### src/rtl/change_dispenser_if.sv
`default_nettype none
// +--------------------------------------------------------------------------+
// | change_dispenser_if                                                      |
// | Request, inventory and coin-hopper signals of the change dispenser.      |
// | Revision: 1.0                                                            |
// +--------------------------------------------------------------------------+
interface change_dispenser_if #(
    parameter int AMT_W = 5,
    parameter int CNT_W = 6
);
    logic             req_valid;
    logic             req_ready;
    logic [AMT_W-1:0] req_amount;
    logic             inv_load;
    logic [CNT_W-1:0] inv_n5;
    logic [CNT_W-1:0] inv_n10;
    logic             coin_fire;
    logic             coin_sel;
    logic             hopper_ack;
    logic             done;
    logic             short;
    logic [AMT_W-1:0] remain;
    logic             fault;
    logic [CNT_W-1:0] cnt5;
    logic [CNT_W-1:0] cnt10;

    modport master (
        output req_valid, req_amount, inv_load, inv_n5, inv_n10, hopper_ack,
        input  req_ready, coin_fire, coin_sel, done, short, remain, fault,
               cnt5, cnt10
    );

    modport slave (
        input  req_valid, req_amount, inv_load, inv_n5, inv_n10, hopper_ack,
        output req_ready, coin_fire, coin_sel, done, short, remain, fault,
               cnt5, cnt10
    );
endinterface
`default_nettype wire

### src/rtl/change_dispenser.sv
`default_nettype none
// +--------------------------------------------------------------------------+
// | change_dispenser                                                         |
// | Greedy 10/5 coin pay-out with inventory tracking and hopper handshake.   |
// | Optional hopper-ack timeout abort: define DISPENSE_TIMEOUT_EN.           |
// | Revision: 1.0                                                            |
// +--------------------------------------------------------------------------+
module change_dispenser #(
    parameter int AMT_W   = 5,
    parameter int CNT_W   = 6,
    parameter int TIMEOUT = 15
) (
    input  wire logic         clk,
    input  wire logic         rst,
    change_dispenser_if.slave bus
);
    localparam logic [2:0] c_idle     = 3'd0;
    localparam logic [2:0] c_select   = 3'd1;
    localparam logic [2:0] c_fire     = 3'd2;
    localparam logic [2:0] c_wait_ack = 3'd3;
    localparam logic [2:0] c_finish   = 3'd4;

    localparam logic [AMT_W-1:0] c_amt_one = AMT_W'(1);
    localparam logic [AMT_W-1:0] c_amt_two = AMT_W'(2);
    localparam logic [CNT_W-1:0] c_cnt_one = CNT_W'(1);

    logic [2:0]       r_state;
    logic [AMT_W-1:0] r_rem;
    logic [CNT_W-1:0] r_cnt5;
    logic [CNT_W-1:0] r_cnt10;
    logic             r_coin_sel;
    logic             r_short;
    logic             w_take10;
    logic             w_take5;
    logic             w_expired;

    // Largest coin first; a lone 5-unit residue cannot be paid with a 10-coin.
    assign w_take10 = (r_rem >= c_amt_two) && (r_cnt10 != '0);
    assign w_take5  = (r_rem != '0) && (r_cnt5 != '0);

    always_ff @(posedge clk) begin
        if (rst) begin
            r_state    <= c_idle;
            r_rem      <= '0;
            r_cnt5     <= '0;
            r_cnt10    <= '0;
            r_coin_sel <= 1'b0;
            r_short    <= 1'b0;
        end else begin
            case (r_state)
                c_idle: begin
                    if (bus.inv_load) begin
                        r_cnt5  <= bus.inv_n5;
                        r_cnt10 <= bus.inv_n10;
                    end
                    if (bus.req_valid) begin
                        r_rem   <= bus.req_amount;
                        r_state <= c_select;
                    end
                end
                c_select: begin
                    if (w_take10) begin
                        r_coin_sel <= 1'b1;
                        r_state    <= c_fire;
                    end else if (w_take5) begin
                        r_coin_sel <= 1'b0;
                        r_state    <= c_fire;
                    end else begin
                        r_short <= (r_rem != '0);
                        r_state <= c_finish;
                    end
                end
                c_fire: begin
                    r_state <= c_wait_ack;
                end
                c_wait_ack: begin
                    if (bus.hopper_ack) begin
                        r_rem <= r_rem - (r_coin_sel ? c_amt_two : c_amt_one);
                        if (r_coin_sel) begin
                            r_cnt10 <= r_cnt10 - c_cnt_one;
                        end else begin
                            r_cnt5 <= r_cnt5 - c_cnt_one;
                        end
                        r_state <= c_select;
                    end else if (w_expired) begin
                        // The unconfirmed coin stays owed and stays in stock.
                        r_short <= 1'b1;
                        r_state <= c_finish;
                    end
                end
                c_finish: begin
                    r_short <= 1'b0;
                    r_state <= c_idle;
                end
                default: begin
                    r_state <= c_idle;
                end
            endcase
        end
    end

`ifdef DISPENSE_TIMEOUT_EN
    localparam int c_tmo_w = (TIMEOUT > 1) ? $clog2(TIMEOUT) : 1;
    localparam logic [c_tmo_w-1:0] c_tmo_last = c_tmo_w'(TIMEOUT - 1);
    localparam logic [c_tmo_w-1:0] c_tmo_one  = c_tmo_w'(1);

    logic [c_tmo_w-1:0] r_wait_cnt;
    logic               r_fault;

    // Counter value k means WAIT_ACK cycle k+1; an ack on the last one still wins.
    assign w_expired = (r_wait_cnt == c_tmo_last);

    always_ff @(posedge clk) begin
        if (rst) begin
            r_wait_cnt <= '0;
            r_fault    <= 1'b0;
        end else begin
            if ((r_state == c_wait_ack) && !bus.hopper_ack && !w_expired) begin
                r_wait_cnt <= r_wait_cnt + c_tmo_one;
            end else begin
                r_wait_cnt <= '0;
            end
            r_fault <= (r_state == c_wait_ack) && !bus.hopper_ack && w_expired;
        end
    end

    assign bus.fault = r_fault;
`else
    assign w_expired = 1'b0;
    // Tied low; TIMEOUT is a non-negative cycle count so this is always 0.
    assign bus.fault = (TIMEOUT < 0);
`endif

    assign bus.req_ready = (r_state == c_idle);
    assign bus.coin_fire = (r_state == c_fire);
    assign bus.coin_sel  = r_coin_sel;
    assign bus.done      = (r_state == c_finish);
    assign bus.short     = r_short;
    assign bus.remain    = (r_state == c_finish) ? r_rem : '0;
    assign bus.cnt5      = r_cnt5;
    assign bus.cnt10     = r_cnt10;

endmodule
`default_nettype wire

### src/flat_wrapper.sv
// flat-port wrapper written by rule: the top's interface ports become plain ports
module change_dispenser_flat 
#(
    parameter int AMT_W   = 5,
    parameter int CNT_W   = 6,
    parameter int TIMEOUT = 15
)
  (clk, rst, bus_req_valid, bus_req_amount, bus_inv_load, bus_inv_n5, bus_inv_n10, bus_hopper_ack, bus_req_ready, bus_coin_fire, bus_coin_sel, bus_done, bus_short, bus_remain, bus_fault, bus_cnt5, bus_cnt10);
  change_dispenser_if #(.AMT_W(AMT_W), .CNT_W(CNT_W)) bus_i ();
  input  wire logic clk;
  input  wire logic rst;
  input wire logic [$bits(bus_i.req_valid)-1:0] bus_req_valid;
  input wire logic [$bits(bus_i.req_amount)-1:0] bus_req_amount;
  input wire logic [$bits(bus_i.inv_load)-1:0] bus_inv_load;
  input wire logic [$bits(bus_i.inv_n5)-1:0] bus_inv_n5;
  input wire logic [$bits(bus_i.inv_n10)-1:0] bus_inv_n10;
  input wire logic [$bits(bus_i.hopper_ack)-1:0] bus_hopper_ack;
  output wire logic [$bits(bus_i.req_ready)-1:0] bus_req_ready;
  output wire logic [$bits(bus_i.coin_fire)-1:0] bus_coin_fire;
  output wire logic [$bits(bus_i.coin_sel)-1:0] bus_coin_sel;
  output wire logic [$bits(bus_i.done)-1:0] bus_done;
  output wire logic [$bits(bus_i.short)-1:0] bus_short;
  output wire logic [$bits(bus_i.remain)-1:0] bus_remain;
  output wire logic [$bits(bus_i.fault)-1:0] bus_fault;
  output wire logic [$bits(bus_i.cnt5)-1:0] bus_cnt5;
  output wire logic [$bits(bus_i.cnt10)-1:0] bus_cnt10;
  assign bus_i.req_valid = bus_req_valid;
  assign bus_i.req_amount = bus_req_amount;
  assign bus_i.inv_load = bus_inv_load;
  assign bus_i.inv_n5 = bus_inv_n5;
  assign bus_i.inv_n10 = bus_inv_n10;
  assign bus_i.hopper_ack = bus_hopper_ack;
  assign bus_req_ready = bus_i.req_ready;
  assign bus_coin_fire = bus_i.coin_fire;
  assign bus_coin_sel = bus_i.coin_sel;
  assign bus_done = bus_i.done;
  assign bus_short = bus_i.short;
  assign bus_remain = bus_i.remain;
  assign bus_fault = bus_i.fault;
  assign bus_cnt5 = bus_i.cnt5;
  assign bus_cnt10 = bus_i.cnt10;
  change_dispenser #(.AMT_W(AMT_W), .CNT_W(CNT_W), .TIMEOUT(TIMEOUT)) u_core (.clk(clk), .rst(rst), .bus(bus_i));
endmodule
### config.mk
export PLATFORM = sky130hd
export DESIGN_NAME = change_dispenser_flat
export DESIGN_NICKNAME = d
export VERILOG_FILES = /design/src/rtl/change_dispenser_if.sv /design/src/rtl/change_dispenser.sv /design/src/flat_wrapper.sv
export SDC_FILE = /design/constraint.sdc
export NUM_CORES = 1
export LEC_CHECK = 0
export CAP_MARGIN = 30
export CORE_ASPECT_RATIO = 1.4
export CORE_UTILIZATION = 43
export CTS_BUF_LIST = sky130_fd_sc_hd__clkbuf_16
export DETAILED_ROUTE_END_ITERATION = 12
export HOLD_SLACK_MARGIN = 0.08
export MAX_ROUTING_LAYER = met4
export PLACE_DENSITY = 0.84
export SYNTH_ARGS = -nofsm -noshare
export SYNTH_HDL_FRONTEND = slang
export SYNTH_SLANG_ARGS = --single-unit
### constraint.sdc
create_clock -name clk -period 1.56 [get_ports clk]
set_input_delay 0.39 -clock clk [delete_from_list [all_inputs] [get_ports clk]]
set_output_delay 0.39 -clock clk [all_outputs]
set_load 0.01 [all_outputs]
==> run_results.csv <==
group,metric,value,unit
run_status,outcome,"complete, but fails checks",
run_status,violations,"negative setup slack",
logic_synthesis,async_flop_share,0,
logic_synthesis,syn_avg_cell_area,8.07,sq um
cts,cts-root-buf,"clkbuf_16",
detailed_routing,ant_nets,0,
detailed_routing,wire_per_inst,16.4,um
sta,finClkSkew,0.00312,ns
logic_synthesis,yosys_warnings,0,
floorplan,dieWidth,52.6,um
power_and_ir_drop,p_sw_frac,0.368,
worst_hold_path,hp-class,"flop to flop",
worst_setup_path,end_kind,"flop",
place,port_buffers,43,
worst_setup_path,worstPathRequired,1.71,ns
sta,drv_slew,0,
cts,cts_tree,"built",
power_and_ir_drop,p_switching,0.928,mW
floorplan,die_y,72.8,um
logic_synthesis,synth_top_cells_by_area,"dfxtp_1 (29%), a21oi_1 (6.2%), a211oi_1 (5.8%), nor2_1 (5.8%), ha_1 (4.9%)",
sta,setup_tns,-0.955,ns
global_route,grt_usage,0.242,
worst_setup_path,slowest_delay,0.42,ns
logic_synthesis,netlist_area,0.00154,sq mm
logic_synthesis,synth_cell_types,49,
logic_synthesis,synth-seq-area-share,0.286,
power_and_ir_drop,powerDensity,1030,mW/mm^2
sta,post-route-period-util,1.08,
worst_setup_path,path_buf_inv,2,
cells_and_area,stdcell_area,0.00245,sq mm
job,maxCapViolCount,0,
cts,path_clk_slew,0.06,ns
cts,ctsHtreeMaxLevel,1,
logic_synthesis,synth_top_area_cell,"dfxtp_1",
place,dpl.hpwl,3040,um
detailed_routing,drc,0,
place,gp_congestion,0.855,
worst_setup_path,crit_path_start_kind,"flop",
logic_synthesis,synth_edf_count,0,
global_route,grt-busiest-layer,"met2",
logic_synthesis,ys_top_cells_by_count,"nor2_1 (24), dfxtp_1 (22), a21oi_1 (19), o21ai_0 (13), a211oi_1 (12)",
power_and_ir_drop,combPwrFrac,0.477,
logic_synthesis,synthFlopType,"dfxtp_1",
place,postPlaceCellArea,0.00219,sq mm
worst_setup_path,path_cells,"buf_6 -> buf_6 -> nor4b_4 -> a21o_1 -> nor2_1 -> nor4_1",
cts,cts.path.max_buffers,2,
cells_and_area,fill_cells,252,
floorplan,ios,45,
detailed_routing,firstDrtPassIters,4,
sta,finalCriticalPeriod,1.68,ns
logic_synthesis,synth.most_common_cell,"nor2_1",
worst_setup_path,cpMaxStageDelayCell,"nor4b_4",
cells_and_area,fin_cells,305,
power_and_ir_drop,ir_worst_vdd,519,uV
logic_synthesis,synthCells,191,
power_and_ir_drop,seqPwrFrac,0.301,
logic_synthesis,synth_top_cell_area_share,0.286,
worst_setup_path,critPathMaxFanout,5,
worst_setup_path,cp_common_cell,"buf_6",
floorplan,coreArea,0.00341,sq mm
power_and_ir_drop,leakagePower,1.08,nW
global_route,antenna_found_initial,0,
sta,fmaxAchievable,595,MHz
cts,cts-buffers-inserted,3,
global_route,met3_usage,0.0292,
place,placed_cells,294,
detailed_routing,num_vias,1772,
cells_and_area,nNetsFinal,295,
sta,setup_ws,-0.121,ns
floorplan,fp.dieArea,0.00383,sq mm
sta,tightest_slew,0.601,ns
sta,rsz0062_at_grt,"yes",
power_and_ir_drop,cellInternalPower,1.59,mW
cts,clock_latency,0.26,ns
global_route,use_met2,0.423,
detailed_routing,drt_iter0_drc,60,
global_route,grt_util_met1,0.270,
cells_and_area,diodes,0,
sta,relSlewSlack,0.596,
cells_and_area,area_growth,59.1,%
floorplan,initial_utilization,0.452,
sta,hold_violations,0,
logic_synthesis,synthesis.nets,220,
global_route,grt_max_degree,15,
detailed_routing,wirelength,5000,um
worst_setup_path,crit_type,"flop to flop",
global_route,grt_pass1_vias,1622,
detailed_routing,vias_per_cell,5.81,
global_route,grt_pass1_wl,6880,um
worst_setup_path,crit_family,"simple AND/OR/NAND/NOR gates",
floorplan,num_rows,25,
logic_synthesis,ys_seq_elements,22,
power_and_ir_drop,p_clk_frac,0.222,
sta,finalSetupViolations,13,
cts,clock-sinks,22,
cells_and_area,drive_above_1_share,0.340,
worst_setup_path,arrival,1.83,ns
global_route,grt_remaining_overflow,0,
[cell type report]
type                    count  area, sq um  share of cell area
clock buffers               3         75.1              0.0306
clock inverters             1         3.75             0.00153
inverters                  10         37.5              0.0153
multi-input cells         147         1110               0.453
flip-flops and latches     22          455               0.186
well taps                  40         50.0              0.0204
repair buffers             82          721               0.294
[placed cells by master, fill, tap and decap left out, types with 5 or more instances in the layout]
master           Yosys  final
a211oi_1            12      7
a211oi_2             0      5
a21oi_1             19     18
buf_4                3     31
buf_6                4      7
clkdlybuf4s50_1      0     22
dfxtp_1             22     14
dfxtp_2              0      6
dlygate4sd2_1        0     13
ha_1                 6      5
inv_1               10     11
nand2b_1             7      7
nor2_1              24     22
nor3_1               7      5
o21ai_0             13      7
o21ai_1              2      5
[power by group through the flow]
stage	clock [mW]	sequential, mW	combinational (mW)
2_1_floorplan	0	0.759	0.568
5_1_grt	0.581	0.771	1.30
4_1_cts	0.553	0.744	1.02
3_5_place_dp	0	0.742	1.01
3_3_place_gp	0	0.740	0.990
6_report	0.559	0.759	1.20
[flip-flops by register name, summed over array words and instances (netlist names)]
register / count
u_core.bus.cnt10: 6
u_core.bus.cnt5: 6
u_core.r_rem: 5
u_core.r_state: 3
u_core.bus.coin_sel: 1
u_core.bus.short: 1
[layer usage]
| layer | part of all wire | routed length (um) |
|---|---|---|
| met3 | 0.042 | 211 |
| met2 | 0.54 | 2710 |
| met4 | 0.016 | 80 |
| met5 | 0 | 0 |
| met1 | 0.40 | 1990 |
[logic make-up (layout without fill, tap and decap cells)]
kind of cell               after synthesis  count (layout)  share of synthesized area
AOI/OAI and AO/OA                       63              64                      0.279
adders and majority gates                7               7                     0.0617
buffers and inverters                   23              96                     0.0836
DFF                                     22              22                      0.286
muxes                                    1               1                    0.00730
other                                    1               1                    0.00243
and+or+nand+nor                         74              74                      0.280
[stage by stage]
step / setup slack, ns / power (mW) / utilization / hold slack [ns]
after floorplan: 0.00778 / 1.33 / - / 0.454
after global placement: -0.323 / 1.73 / 0.644 / 0.498
after detailed placement: -0.349 / 1.75 / 0.644 / 0.510
after CTS: -0.0519 / 2.32 / 0.681 / 0.521
after global routing: -0.220 / 2.65 / 0.719 / 0.533
final: -0.121 / 2.52 / 0.719 / 0.503
[path summary, 6_finish.rpt]
path | startpoint | endpoint | slack (ns) | cells after the start
worst max-delay path | u_core.r_state[1]$_SDFFE_PP0P_ | u_core.bus.cnt5[5]$_SDFFE_PP0P_ | -0.12 | 6
worst min-delay path | u_core.bus.cnt5[3]$_SDFFE_PP0P_ | u_core.bus.cnt5[3]$_SDFFE_PP0P_ | 0.50 | 2
worst max register to register | u_core.r_state[1]$_SDFFE_PP0P_ | u_core.bus.cnt5[5]$_SDFFE_PP0P_ | -0.12 | 6
worst min register to register | u_core.bus.cnt5[3]$_SDFFE_PP0P_ | u_core.bus.cnt5[3]$_SDFFE_PP0P_ | 0.50 | 2
[worst min-delay path, stage by stage (launching register included)]
cell and delay [ns]:
dfxtp_2 0.35, o21ai_2 0.06, a21oi_1 0.05
[what timing repair did]
item	CTS	global route
hold buffers	0	0
buffers inserted	1	5
endpoints found under the setup margin	36	29
pin swaps	4	17
gates resized for setup	47	40
gates cloned	0	1
Note: power is estimated with default switching activity, not from simulation.
